### src/rtl/reorder_buffer_pkg.sv
// Shared definitions for the reorder buffer slice: widths, empty markers,
// per-entry record and tag/index helpers.
// Optional feature macro: ROB_BYPASS_EN (operand bypass lookup helpers).
package reorder_buffer_pkg;

    localparam int unsigned robSize   = 16;
    localparam int unsigned dataWidth = 32;
    localparam int unsigned regWidth  = 5;
    localparam int unsigned tagWidth  = 5;
    localparam int unsigned ptrWidth  = $clog2(robSize);

    typedef logic [tagWidth-1:0]  tag_t;
    typedef logic [regWidth-1:0]  reg_t;
    typedef logic [dataWidth-1:0] data_t;
    typedef logic [ptrWidth-1:0]  ptr_t;

    localparam tag_t  emptyTag  = '0;
    localparam reg_t  emptyReg  = '0;
    localparam data_t emptyData = '0;

    typedef struct packed {
        logic  busy;
        logic  ready;
        reg_t  rd;
        data_t value;
        logic  mispredict;
        data_t target;
    } rob_entry_t;

    // Tag 0 is emptyTag; tags above robSize name no entry.
    function automatic logic tag_in_range(input tag_t t);
        return (t != emptyTag) && (t <= tag_t'(robSize));
    endfunction

    function automatic ptr_t tag_to_idx(input tag_t t);
        return ptr_t'(t - tag_t'(1));
    endfunction

    function automatic tag_t idx_to_tag(input ptr_t p);
        return tag_t'(p) + tag_t'(1);
    endfunction

`ifdef ROB_BYPASS_EN
    typedef struct packed {
        logic  ready;
        data_t data;
    } bypass_t;

    // Operand lookup: a matching CDB broadcast this cycle wins over stored state.
    function automatic bypass_t bypass_lookup(input tag_t q, input rob_entry_t e,
                                              input logic cv, input tag_t ct,
                                              input data_t cd);
        bypass_t r;
        r.ready = 1'b0;
        r.data  = e.value;
        if (tag_in_range(q) && e.busy) begin
            if (cv && ct == q) begin
                r.ready = 1'b1;
                r.data  = cd;
            end else begin
                r.ready = e.ready;
            end
        end
        return r;
    endfunction
`endif

endpackage

### src/rtl/reorder_buffer_if.sv
// Pipeline-side bundle of the reorder buffer: issue, CDB, commit and clear.
// Optional feature macro: ROB_BYPASS_EN adds the q1/q2 operand lookup signals.
interface reorder_buffer_if;
    import reorder_buffer_pkg::*;

    logic  issue_valid;
    reg_t  issue_rd;
    logic  rob_full;
    tag_t  alloc_tag;
    logic  cdb_valid;
    tag_t  cdb_tag;
    data_t cdb_data;
    logic  cdb_mispredict;
    data_t cdb_target;
    logic  if_commit;
    reg_t  pos_commit;
    data_t data_commit;
    tag_t  tag_commit;
    logic  clear;
    data_t clear_pc;
`ifdef ROB_BYPASS_EN
    tag_t  q1_tag;
    tag_t  q2_tag;
    logic  q1_ready;
    logic  q2_ready;
    data_t q1_data;
    data_t q2_data;

    modport master (
        output issue_valid, issue_rd, cdb_valid, cdb_tag, cdb_data, cdb_mispredict, cdb_target,
               q1_tag, q2_tag,
        input  rob_full, alloc_tag, if_commit, pos_commit, data_commit, tag_commit, clear, clear_pc,
               q1_ready, q2_ready, q1_data, q2_data
    );
    modport slave (
        input  issue_valid, issue_rd, cdb_valid, cdb_tag, cdb_data, cdb_mispredict, cdb_target,
               q1_tag, q2_tag,
        output rob_full, alloc_tag, if_commit, pos_commit, data_commit, tag_commit, clear, clear_pc,
               q1_ready, q2_ready, q1_data, q2_data
    );
`else
    modport master (
        output issue_valid, issue_rd, cdb_valid, cdb_tag, cdb_data, cdb_mispredict, cdb_target,
        input  rob_full, alloc_tag, if_commit, pos_commit, data_commit, tag_commit, clear, clear_pc
    );
    modport slave (
        input  issue_valid, issue_rd, cdb_valid, cdb_tag, cdb_data, cdb_mispredict, cdb_target,
        output rob_full, alloc_tag, if_commit, pos_commit, data_commit, tag_commit, clear, clear_pc
    );
`endif

endinterface

### src/rtl/reorder_buffer_ptr_ctrl.sv
// Head/tail/count bookkeeping for the reorder buffer ring.
// Fire inputs arrive already qualified by rdy; flush empties the ring.
module rob_ptr_ctrl
    import reorder_buffer_pkg::*;
(
    input  logic clk,
    input  logic rst,
    input  logic flush,
    input  logic issue_fire,
    input  logic commit_fire,
    output ptr_t head,
    output ptr_t tail,
    output logic full,
    output logic empty
);

    logic [ptrWidth:0] count;

    // Pointer and occupancy update; power-of-two size makes the wrap implicit.
    always_ff @(posedge clk) begin
        if (rst || flush) begin
            head  <= '0;
            tail  <= '0;
            count <= '0;
        end else begin
            if (issue_fire)  tail <= tail + ptr_t'(1);
            if (commit_fire) head <= head + ptr_t'(1);
            unique case ({issue_fire, commit_fire})
                2'b10:   count <= count + (ptrWidth+1)'(1);
                2'b01:   count <= count - (ptrWidth+1)'(1);
                default: count <= count;
            endcase
        end
    end

    // Occupancy flags straight from the registered count.
    always_comb begin
        full  = (count == (ptrWidth+1)'(robSize));
        empty = (count == '0);
    end

endmodule

### src/rtl/reorder_buffer.sv
// In-order retirement queue feeding the register file commit port.
// Optional feature macro: ROB_BYPASS_EN (combinational q1/q2 operand lookup).
module reorder_buffer
    import reorder_buffer_pkg::*;
(
    input  logic             clk,
    input  logic             rst,
    input  logic             rdy,
    reorder_buffer_if.slave  bus
);

    rob_entry_t entries [robSize];
    ptr_t       head;
    ptr_t       tail;
    logic       full;
    logic       empty;

    logic       clear_q;
    logic       if_commit_q;
    reg_t       pos_q;
    data_t      data_q;
    tag_t       tag_q;
    data_t      clear_pc_q;

    logic       active;
    logic       flush;
    logic       issue_fire;
    logic       commit_fire;
    logic       cdb_hit;
    ptr_t       cdb_idx;
    rob_entry_t head_entry;
    rob_entry_t issue_entry;

    // Qualify issue/CDB/commit; everything in the clear cycle is dropped for the flush.
    always_comb begin
        active      = rdy && !clear_q;
        flush       = rdy && clear_q;
        head_entry  = entries[head];
        cdb_idx     = tag_to_idx(bus.cdb_tag);
        issue_fire  = active && bus.issue_valid && !full;
        commit_fire = active && !empty && head_entry.busy && head_entry.ready;
        cdb_hit     = active && bus.cdb_valid && tag_in_range(bus.cdb_tag) && entries[cdb_idx].busy;
        issue_entry      = '0;
        issue_entry.busy = 1'b1;
        issue_entry.rd   = bus.issue_rd;
    end

    rob_ptr_ctrl u_ptr (
        .clk         (clk),
        .rst         (rst),
        .flush       (flush),
        .issue_fire  (issue_fire),
        .commit_fire (commit_fire),
        .head        (head),
        .tail        (tail),
        .full        (full),
        .empty       (empty)
    );

    // Entry array: CDB capture, tail allocation, head invalidation on retire.
    always_ff @(posedge clk) begin
        if (rst || flush) begin
            for (int unsigned i = 0; i < robSize; i++) entries[i] <= '0;
        end else begin
            if (cdb_hit) begin
                entries[cdb_idx].ready      <= 1'b1;
                entries[cdb_idx].value      <= bus.cdb_data;
                entries[cdb_idx].mispredict <= bus.cdb_mispredict;
                entries[cdb_idx].target     <= bus.cdb_target;
            end
            if (issue_fire)  entries[tail] <= issue_entry;
            if (commit_fire) entries[head] <= '0;
        end
    end

    // Registered commit/clear pulses; held while rdy is low and dropped after a flush.
    always_ff @(posedge clk) begin
        if (rst) begin
            if_commit_q <= 1'b0;
            clear_q     <= 1'b0;
            pos_q       <= emptyReg;
            data_q      <= emptyData;
            tag_q       <= emptyTag;
            clear_pc_q  <= emptyData;
        end else if (rdy) begin
            if (clear_q) begin
                if_commit_q <= 1'b0;
                clear_q     <= 1'b0;
            end else begin
                if_commit_q <= commit_fire && (head_entry.rd != emptyReg);
                clear_q     <= commit_fire && head_entry.mispredict;
                if (commit_fire && head_entry.rd != emptyReg) begin
                    pos_q  <= head_entry.rd;
                    data_q <= head_entry.value;
                    tag_q  <= idx_to_tag(head);
                end
                if (commit_fire && head_entry.mispredict) clear_pc_q <= head_entry.target;
            end
        end
    end

    // Output drive; pulses are masked while the pipeline is stalled.
    always_comb begin
        bus.rob_full    = full;
        bus.alloc_tag   = idx_to_tag(tail);
        bus.if_commit   = if_commit_q && rdy;
        bus.clear       = clear_q && rdy;
        bus.pos_commit  = pos_q;
        bus.data_commit = data_q;
        bus.tag_commit  = tag_q;
        bus.clear_pc    = clear_pc_q;
    end

`ifdef ROB_BYPASS_EN
    bypass_t q1_res;
    bypass_t q2_res;

    // Operand lookup for the decoder, with same-cycle CDB forwarding.
    always_comb begin
        q1_res = bypass_lookup(bus.q1_tag, entries[tag_to_idx(bus.q1_tag)],
                               bus.cdb_valid, bus.cdb_tag, bus.cdb_data);
        q2_res = bypass_lookup(bus.q2_tag, entries[tag_to_idx(bus.q2_tag)],
                               bus.cdb_valid, bus.cdb_tag, bus.cdb_data);
        bus.q1_ready = q1_res.ready;
        bus.q1_data  = q1_res.data;
        bus.q2_ready = q2_res.ready;
        bus.q2_data  = q2_res.data;
    end
`endif

endmodule

### src/flat_wrapper.sv
// flat-port wrapper written by rule: the top's interface ports become plain ports
module reorder_buffer_flat import reorder_buffer_pkg::*;
  (clk, rst, rdy, bus_issue_valid, bus_issue_rd, bus_cdb_valid, bus_cdb_tag, bus_cdb_data, bus_cdb_mispredict, bus_cdb_target, bus_rob_full, bus_alloc_tag, bus_if_commit, bus_pos_commit, bus_data_commit, bus_tag_commit, bus_clear, bus_clear_pc);
  reorder_buffer_if bus_i ();
  input  logic clk;
  input  logic rst;
  input  logic rdy;
  input wire logic [$bits(bus_i.issue_valid)-1:0] bus_issue_valid;
  input wire logic [$bits(bus_i.issue_rd)-1:0] bus_issue_rd;
  input wire logic [$bits(bus_i.cdb_valid)-1:0] bus_cdb_valid;
  input wire logic [$bits(bus_i.cdb_tag)-1:0] bus_cdb_tag;
  input wire logic [$bits(bus_i.cdb_data)-1:0] bus_cdb_data;
  input wire logic [$bits(bus_i.cdb_mispredict)-1:0] bus_cdb_mispredict;
  input wire logic [$bits(bus_i.cdb_target)-1:0] bus_cdb_target;
  output wire logic [$bits(bus_i.rob_full)-1:0] bus_rob_full;
  output wire logic [$bits(bus_i.alloc_tag)-1:0] bus_alloc_tag;
  output wire logic [$bits(bus_i.if_commit)-1:0] bus_if_commit;
  output wire logic [$bits(bus_i.pos_commit)-1:0] bus_pos_commit;
  output wire logic [$bits(bus_i.data_commit)-1:0] bus_data_commit;
  output wire logic [$bits(bus_i.tag_commit)-1:0] bus_tag_commit;
  output wire logic [$bits(bus_i.clear)-1:0] bus_clear;
  output wire logic [$bits(bus_i.clear_pc)-1:0] bus_clear_pc;
  assign bus_i.issue_valid = bus_issue_valid;
  assign bus_i.issue_rd = bus_issue_rd;
  assign bus_i.cdb_valid = bus_cdb_valid;
  assign bus_i.cdb_tag = bus_cdb_tag;
  assign bus_i.cdb_data = bus_cdb_data;
  assign bus_i.cdb_mispredict = bus_cdb_mispredict;
  assign bus_i.cdb_target = bus_cdb_target;
  assign bus_rob_full = bus_i.rob_full;
  assign bus_alloc_tag = bus_i.alloc_tag;
  assign bus_if_commit = bus_i.if_commit;
  assign bus_pos_commit = bus_i.pos_commit;
  assign bus_data_commit = bus_i.data_commit;
  assign bus_tag_commit = bus_i.tag_commit;
  assign bus_clear = bus_i.clear;
  assign bus_clear_pc = bus_i.clear_pc;
  reorder_buffer u_core (.clk(clk), .rst(rst), .rdy(rdy), .bus(bus_i));
endmodule
### config.mk
export PLATFORM = sky130hd
export DESIGN_NAME = reorder_buffer_flat
export DESIGN_NICKNAME = d
export VERILOG_FILES = /design/src/rtl/reorder_buffer_pkg.sv /design/src/rtl/reorder_buffer_if.sv /design/src/rtl/reorder_buffer_ptr_ctrl.sv /design/src/rtl/reorder_buffer.sv /design/src/flat_wrapper.sv
export SDC_FILE = /design/constraint.sdc
export NUM_CORES = 2
export LEC_CHECK = 0
export CORE_ASPECT_RATIO = 1.4
export CORE_UTILIZATION = 45
export CTS_CLUSTER_SIZE = 12
export DETAILED_ROUTE_END_ITERATION = 6
export PLACE_DENSITY_LB_ADDON = 0.2
export REMOVE_ABC_BUFFERS = 1
export SYNTH_ARGS = -nofsm -noshare
export SYNTH_HDL_FRONTEND = slang
export SYNTH_HIERARCHICAL = 1
export SYNTH_SLANG_ARGS = --single-unit
### constraint.sdc
create_clock -name clk -period 5.8 [get_ports clk]
set_input_delay 1.45 -clock clk [delete_from_list [all_inputs] [get_ports clk]]
set_output_delay 1.45 -clock clk [all_outputs]
set_load 0.005 [all_outputs]
==> metrics <==
outcome complete, no violations; vias per cell 6.94; Tightest Pin Transition 1.27 ns; initial antenna violation count 15; Core Area 0.128 mm²; cts hold-fix bufs 0; Synth cell types 53; nature of the critical path startpoint input port; DR iter-0 viols 8,227; clock latency on the worst-skew pair 0.79 ns; Final Hold Fails 0; largest net degree at the start of global routing 225; Max Cap Viol 0; Die X 306 µm; H-tree Lvls 4; dpl hpwl 118,000 µm; crit-path max FO 66; Slew Limit Fails 0; clk buf depth 3; Crit. End Element register; Clock Skews 0.0234 ns; number of synthesized register bits 1,241; die area 0.131 mm²; layout cells sized above 1 12.1%; Vias 54.1k; # clock sinks 1,241; drt first pass iters 6; GRT Resource Usage Total 33.3%; final net count 6,144; # fillers 11.8k; post-route insts no fill 7,790; Ys Warns 6; Slew headroom 15.1%; Worst Path Arrival 5.55 ns; Post-Route WL 224,000 µm; post-synthesis sequential area ratio 42.7%; design area 0.0649 mm²; CP Class in -> reg; PortBufs 161; EDFF count, synth 0; RD Place Congestion 0.818; Leakage Power 20.0 nW; Avg WL per Cell 28.7 µm; hold slack 0.459 ns; initial core utilization 45.5%; antenna viol nets, final 0; gr ovfl total 0; Clock Pin Slew Worst Setup and Hold Paths 0.06 ns; hold crit path type reg -> reg; ys async rst share 0%; RSZ-0062 raised after global routing false; Cell Area, Synth 0.0582 mm²; crit share post-route 83.8%; Place WS 0.255 ns; Post-CTS Resized 0; power density cells 280 mW/mm²; Area Growth Syn to Fin 11.4%; global-route wire length before repair 334,000 µm; setup bufs post-CTS 0; maximum vdd drop 0.000266 V; Worst Path Required 6.49 ns; cells after synthesis 6,525; setup TNS 0 ns; syn_area_per_cell 8.93 µm²; Residual DRC 0; post-route minimum period 4.86 ns; height of the chip 428 µm; Max Clock Freq 0.206 GHz; cell row count 155; Setup Viol. Count Final 0; Cell Area, Placed 0.0607 mm²; Num CTS Buffers 132; Root Buffer clkbuf_16; vias in the first global route 51.2k; Setup WS post-layout 0.937 ns; IO Pins 162; TritonCTS clock tree built; ys flop type dfxtp_1; Post-Place Cells 7,560
## routing by layer
metal | GRT usage (%) | vias to the layer above | share of wire (%)
met5 | 0 | - | 0.039
met4 | 15.1 | 12 | 4.6
met3 | 6.40 | 676 | 9.9
met2 | 53.5 | 3242 | 47
met1 | 43.5 | 26788 | 39
li1 | - | 23348 | -
## layout make-up
cell class              count  area (µm²)  area share [%]
clock inverters            17         165           0.255
clock buffers             207        4010            6.19
diodes                      6        15.0          0.0231
repair buffers            318        3800            5.86
flip-flops and latches   1241       24900            38.3
multi-input cells        4337       29900            46.1
inverters                  16        62.6          0.0964
well taps                1648        2060            3.18
## report_power, final
part / switching [W] / internal (W)
clock network: 0.00365 / 0.00475
registers: 0.0000156 / 0.00854
logic: 0.000984 / 0.000232
total: 0.00465 / 0.0135
## registers in the layout (all words and copies together), names as in the netlist
| name | count |
|---|---|
| u_core/entries | 1152 |
| u_core/u_ptr/count | 5 |
| u_core/if_commit_q | 1 |
| u_core/bus.clear_pc | 32 |
| u_core/clear_q | 1 |
| u_core/u_ptr/tail | 4 |
| u_core/u_ptr/head | 4 |
| u_core/bus.data_commit | 32 |
| u_core/bus.tag_commit | 5 |
| u_core/bus.pos_commit | 5 |
## logic make-up after synthesis
group / synth area share, %
AO/OA/AOI/OAI: 22.8
AND/OR/NAND/NOR: 14.5
flip-flops: 42.7
buffers and inverters: 6.92
multiplexers: 12.5
adder cells (fa/ha/maj): 0.387
XOR/XNOR: 0.226
## worst max-delay path, cell delays in order
cell and delay, ns:
clkdlybuf4s50_1 0.50, inv_1 0.15, ha_1 0.33, inv_1 0.16
o41ai_4 0.89, a211oi_4 0.32, buf_4 0.31, nand3_4 0.09
buf_4 0.91, nand3_1 0.16, a21oi_1 0.21
## synth_stat cells, types with 3 or more instances
library cell  instances  share of area (%)
dfxtp_1            1241                 43
nand3_1            1233                 11
a21oi_1            1208                 10
o211ai_1            780                 10
clkbuf_1            419                2.7
nand2_1             396                2.6
mux4_2              319                 12
buf_2               276                2.4
buf_1               205                1.3
a22oi_1              80                1.0
nor2_1               73               0.47
o21ai_0              71               0.61
o21ai_1              28               0.24
buf_4                27               0.35
and3_1               21               0.23
ha_1                 18               0.39
inv_1                15              0.097
a31oi_1              11               0.12
xor2_1               11               0.17
and2_1                8              0.086
mux2i_1               7               0.12
and2_0                6              0.064
nor3b_1               6              0.077
nor2b_1               5              0.054
buf_6                 4              0.077
nand2b_1              4              0.043
nand3b_1              4              0.052
nand4_1               4              0.043
or2_2                 4              0.043
xnor2_1               4              0.060
a311oi_1              3              0.045
mux2_2                3              0.058
nor3_1                3              0.026
o21a_1                3              0.039
## metrics by stage
| step | total power (W) | util [%] |
|---|---|---|
| floorplan | 0.00931 | - |
| global placement | 0.00993 | 47.4 |
| detailed placement | 0.00992 | 47.4 |
| CTS | 0.0182 | 50.7 |
| global route | 0.0186 | 50.7 |
| finish | 0.0182 | 50.7 |
## path summary, 6_finish.rpt
path                                                    startpoint                                  end  slack (ns)  cells after the start
worst min-delay path            u_core/entries[6][56]$_SDFFE_PP0P_   u_core/entries[6][56]$_SDFFE_PP0P_        0.46                      2
worst max register to register   u_core/u_ptr/head[3]$_SDFFE_PP0P_  u_core/entries[10][38]$_SDFFE_PP0P_        1.80                      6
worst min register to register  u_core/entries[6][56]$_SDFFE_PP0P_   u_core/entries[6][56]$_SDFFE_PP0P_        0.46                      2
worst max-delay path                                bus_cdb_tag[1]   u_core/entries[5][56]$_SDFFE_PP0P_        0.94                     11
## cell usage in the layout, fill, tap and decap left out, types with 5 or more instances in the layout
master,synthesis,layout
nand3_4,0,16
o21ai_1,28,11
and3_4,0,16
mux2i_1,7,7
a31oi_1,11,11
nand2_1,396,396
clkinv_2,0,5
o21ai_4,0,17
buf_4,27,77
clkbuf_8,0,28
and3_1,21,5
mux4_2,319,319
and2_1,8,7
dfxtp_1,1241,1237
ha_1,18,18
clkdlybuf4s50_1,0,160
a21oi_1,1208,1208
o211ai_1,780,780
clkbuf_16,0,139
and2_0,6,6
nor2_1,73,71
buf_12,0,81
a22oi_1,80,80
diode_2,0,6
xor2_1,11,11
o21ai_0,71,71
nor3b_1,6,6
inv_1,15,14
clkbuf_1,419,40
nand3_1,1233,1217
(Power assumes the default switching activity.)
